File: config.mk
export PLATFORM = sky130hd
export DESIGN_NAME = pixel_scan_gen
export DESIGN_NICKNAME = d
export VERILOG_FILES = /design/src/rtl/pixel_scan_gen.sv
export SDC_FILE = /design/constraint.sdc
export NUM_CORES = 1
export LEC_CHECK = 0
export ABC_AREA = 1
export CELL_PAD_IN_SITES_DETAIL_PLACEMENT = 1
export CELL_PAD_IN_SITES_GLOBAL_PLACEMENT = 2
export CORE_MARGIN = 4
export CORE_UTILIZATION = 30
export DETAILED_ROUTE_END_ITERATION = 7
export PLACE_DENSITY = 0.83
export SYNTH_ARGS = -nofsm -noshare
export SYNTH_HDL_FRONTEND = slang
export SYNTH_SLANG_ARGS = --single-unit
File: constraint.sdc
create_clock -name clk -period 2.3 [get_ports clk]
set_input_delay 0.345 -clock clk [delete_from_list [all_inputs] [get_ports clk]]
set_output_delay 0.345 -clock clk [all_outputs]
set_load 0.02 [all_outputs]
File: src/rtl/pixel_scan_gen.sv
// pixel_scan_gen: raster scan source for the ray-trace core.
// Walks x = 0..H_RES-1 within y = 0..V_RES-1 and offers one pixel per valid/ready transfer.
// A linear framebuffer address is kept in step with each pixel.
//
// Ports:
//   clk, rstn      clock; asynchronous active-low reset
//   start          begin a frame (honoured in IDLE only)
//   abort          synchronous frame cancel (RUN/DONE)
//   pix_ready      downstream accepts the current pixel
//   pix_valid      pixel_x/y/z and pix_addr are valid
//   pixel_x/y/z    current pixel; z is the constant Z_PLANE
//   pix_addr       pixel_y*H_RES + pixel_x
//   pix_last       current pixel is the final one of the frame
//   busy           frame in progress (RUN or DONE)
//   frame_done     one-cycle pulse after the last pixel is accepted
//   frame_cnt      completed-frame counter, wraps
module pixel_scan_gen #(
    parameter int unsigned H_RES   = 640,
    parameter int unsigned V_RES   = 480,
    parameter int unsigned X_W     = 10,
    parameter int unsigned Y_W     = 9,
    parameter int unsigned Z_W     = 5,
    parameter int unsigned Z_PLANE = 31,
    parameter int unsigned ADDR_W  = 19,
    parameter int unsigned LOOP    = 0
) (
    input  logic              clk,
    input  logic              rstn,
    input  logic              start,
    input  logic              abort,
    input  logic              pix_ready,
    output logic              pix_valid,
    output logic [X_W-1:0]    pixel_x,
    output logic [Y_W-1:0]    pixel_y,
    output logic [Z_W-1:0]    pixel_z,
    output logic [ADDR_W-1:0] pix_addr,
    output logic              pix_last,
    output logic              busy,
    output logic              frame_done,
    output logic [15:0]       frame_cnt
);

    typedef enum logic [1:0] {StIdle, StRun, StDone} state_e;

    localparam logic [X_W-1:0] XMax = X_W'(H_RES - 1);
    localparam logic [Y_W-1:0] YMax = Y_W'(V_RES - 1);

    state_e              state_q, state_d;
    logic [X_W-1:0]      x_q, x_d;
    logic [Y_W-1:0]      y_q, y_d;
    logic [ADDR_W-1:0]   addr_q, addr_d;
    logic [15:0]         frame_cnt_q, frame_cnt_d;

    logic x_end, y_end;

    assign x_end = (x_q == XMax);
    assign y_end = (y_q == YMax);

    always_comb begin
        state_d     = state_q;
        x_d         = x_q;
        y_d         = y_q;
        addr_d      = addr_q;
        frame_cnt_d = frame_cnt_q;

        unique case (state_q)
            StIdle: begin
                if (start && !abort) begin
                    state_d = StRun;
                end
            end
            StRun: begin
                if (abort) begin
                    // Cancel takes priority over a transfer on the same edge.
                    state_d = StIdle;
                    x_d     = '0;
                    y_d     = '0;
                    addr_d  = '0;
                end else if (pix_ready) begin
                    if (x_end && y_end) begin
                        state_d = StDone;
                        x_d     = '0;
                        y_d     = '0;
                        addr_d  = '0;
                    end else if (x_end) begin
                        x_d    = '0;
                        y_d    = y_q + Y_W'(1);
                        addr_d = addr_q + ADDR_W'(1);
                    end else begin
                        x_d    = x_q + X_W'(1);
                        addr_d = addr_q + ADDR_W'(1);
                    end
                end
            end
            StDone: begin
                if (abort) begin
                    state_d = StIdle;
                end else begin
                    // Count lands together with leaving DONE so an abort here leaves it untouched.
                    frame_cnt_d = frame_cnt_q + 16'd1;
                    state_d     = (LOOP != 0) ? StRun : StIdle;
                end
            end
            default: begin
                state_d = StIdle;
            end
        endcase
    end

    always_ff @(posedge clk or negedge rstn) begin
        if (!rstn) begin
            state_q     <= StIdle;
            x_q         <= '0;
            y_q         <= '0;
            addr_q      <= '0;
            frame_cnt_q <= '0;
        end else begin
            state_q     <= state_d;
            x_q         <= x_d;
            y_q         <= y_d;
            addr_q      <= addr_d;
            frame_cnt_q <= frame_cnt_d;
        end
    end

    assign pix_valid  = (state_q == StRun);
    assign pixel_x    = x_q;
    assign pixel_y    = y_q;
    assign pixel_z    = Z_W'(Z_PLANE);
    assign pix_addr   = addr_q;
    assign pix_last   = pix_valid && x_end && y_end;
    assign busy       = (state_q != StIdle);
    // Suppressed when an abort lands in the DONE cycle.
    assign frame_done = (state_q == StDone) && !abort;
    assign frame_cnt  = frame_cnt_q;

endmodule

==> impl_metrics.json <==
{
  "hold_buffers": 0,
  "drtAntennaViolNets": 0,
  "switching_power_mw": 0.9472,
  "insertion_delay_ns": 0.31,
  "root_buffer": "clkbuf_8",
  "wl_per_cell_microns": 13.99,
  "p_int_mw": 1.638,
  "grt_max_degree": 57,
  "timing.fmax_ghz": 0.4618,
  "synth_edf_count": 0,
  "postCtsSetupRepairBufs": 0,
  "final_max_slew_viol_count": 0,
  "areaGrowthSynthToFinish_pct": 28.53,
  "grt_pass1_vias": 3415,
  "via_count": 3190,
  "core_area_sq_mm": 0.01084,
  "mostFrequentLayoutCells": "nand2_1, nor2_1, clkdlybuf4s50_1",
  "fin_crit_sh_pct": 94.15,
  "critPathArrivalTime_ns": 1.82,
  "clk_pin_slew_ns": 0.10,
  "clkPwrFrac_pct": 22.6,
  "ys_ff_latch": 56,
  "routed_wl_mm": 9.737,
  "dp_hpwl_mm": 7.538,
  "final_nets": 564,
  "sw_frac_of_total_pct": 36.64,
  "syn-instance-count": 477,
  "synth.distinct_cells": 28,
  "peakVddDrop_mv": 0.3124,
  "die_area_sq_mm": 0.01278,
  "ys_warn_count": 0,
  "power_density_mw_per_mm2": 607.5,
  "hold_violations": 0,
  "finClkSkew_ns": 0.008481,
  "cts_buffer_depth": 2,
  "synth.cell_area_sq_mm": 0.003311,
  "htree_levels": 2,
  "gp_congestion": 0.8633,
  "cp_max_fo": 5,
  "cts_buffers": 5,
  "p_leak_nw": 1.953,
  "drive_gt1_share_pct": 7.014,
  "yosys-top-cells-area": "dfrtp_1, nand2_1, nor2_1, inv_1, nand3_1",
  "seq_area_frac_synth_pct": 42.33,
  "avgSynthCellArea_sq_um": 6.941,
  "drt_first_pass_iters": 4,
  "ys.flop_type": "dfrtp_1",
  "io_buffers": 62,
  "pwr-share-comb_pct": 32.1,
  "yosysTopAreaCell": "dfrtp_1",
  "ioPinCount": 68,
  "setup_viol": 0,
  "drc": 0,
  "startpoint_type": "primary input",
  "outcome": "finished clean",
  "period_minus_slack_ns": 2.166,
  "grt_usage_pct": 16.04,
  "die_h_microns": 113.1,
  "cp.required_ns": 1.96,
  "rsz0062_at_grt": "no",
  "rows": 38,
  "dr.first_iter.drc_count": 49,
  "p_seq_share_pct": 45.2,
  "fp.dieW_microns": 113.1,
  "crit_type": "in -> out",
  "start_util_pct": 30.54,
  "via_per_inst": 4.583,
  "final_common_cell": "nand2_1",
  "grt.overflow.total": 0,
  "synth_top_area_share_pct": 42.33,
  "grt_pass1_wl_mm": 16.85,
  "cts_sinks": 56,
  "hold_path_class": "in -> async",
  "whs_ns": 0.02311,
  "antenna_found_initial": 0,
  "finalSetupTns_ns": 0,
  "drv_cap": 0,
  "cts_tree": "done",
  "synthArstFlopShare_pct": 100.0,
  "antenna_cells": 0,
  "cp-end-kind": "output port"
}
[sequential cells by signal, indices dropped and copies added, names as in the netlist]
name,cells
pixel_x,10
pix_addr,19
pixel_y,9
frame_cnt,16
state_q,2
[synthesized netlist by cell type (3+ instances only)]
cell and number:
a21oi_1 7, buf_4 6, o21ai_0 9, nand4_1 7, nand3_1 36, nor2_1 83
xor2_1 12, nor3_1 7, inv_1 49, dfrtp_1 56, inv_2 3, xnor2_1 9
ha_1 4, nor2_2 6, nand2_1 165
[cell type report]
cell class	instances	area, sq um
fillers	1399	6585
multi-input cells	362	1657
flip-flops and latches	56	1401
repair buffers	76	728.2
inverters	54	203.9
well taps	140	175.2
clock buffers	8	90.09
[worst max-delay path, cell delays in order]
cell and delay [ns]:
clkdlybuf4s50_1 0.55, inv_2 0.12, nand3_2 0.08, inv_1 0.11
clkdlybuf4s50_1 0.62
[per-layer routing]
metal	wire length (microns)	GRT usage [%]	vias up
met5	0	0	-
met4	83	3.205	0
met3	291	2.353	11
met2	4689	27.45	44
met1	4673	21.68	1517
li1	-	-	1618
[cell families (layout without fill, tap and decap cells)]
logic type               count (synthesis)  after routing  synth area share [%]
flip-flops                              56             56                 42.33
other                                    1              5                0.1133
XOR/XNOR                                21             21                 5.556
adder cells (fa/ha/maj)                  4              4                 1.512
buffers and inverters                   63            138                 8.163
AO/OA/AOI/OAI                           19             19                 2.910
AND/OR/NAND/NOR                        313            313                 39.42
[power by group through the flow]
stage | clock [mW] | sequential (mW) | combinational (mW)
3_3_place_gp | 0 | 1.18 | 0.822
3_5_place_dp | 0 | 1.19 | 0.844
6_report | 0.585 | 1.17 | 0.831
4_1_cts | 0.608 | 1.17 | 0.848
5_1_grt | 0.652 | 1.19 | 0.915
2_1_floorplan | 0 | 1.26 | 0.372
[worst paths after layout]
kind	from	to	slack, ns	cells after the start
max	abort	frame_done	0.13	5
min in group clk	pixel_y[8]	pixel_y[8]	0.53	2
min reg2reg	pixel_y[8]	pixel_y[8]	0.53	2
max in group asynchronous	rstn	frame_cnt[6]	2.02	2
min	rstn	pixel_x[9]	0.02	2
max reg2reg	pix_addr[0]	pix_addr[14]	0.46	9
[stage by stage]
step | power, mW | std cells | setup slack (ns) | util, % | cell area, sq um
2_1_floorplan | 1.636 | 481 | 0.3900 | - | 3326
3_3_place_gp | 2.006 | 688 | 0.1383 | 38.45 | 4168
3_5_place_dp | 2.036 | 688 | 0.1294 | 38.45 | 4168
4_1_cts | 2.628 | 696 | 0.04130 | 39.27 | 4257
5_1_grt | 2.755 | 696 | 0.03788 | 39.25 | 4255
6_report | 2.585 | 696 | 0.1345 | 39.25 | 4255
[timing repair]
action / in CTS / in global routing
setup endpoints to repair: 1 / 1
resized for setup: 1 / 3
pin swaps: 0 / 0
No activity file was read; power rests on OpenSTA's default activity.
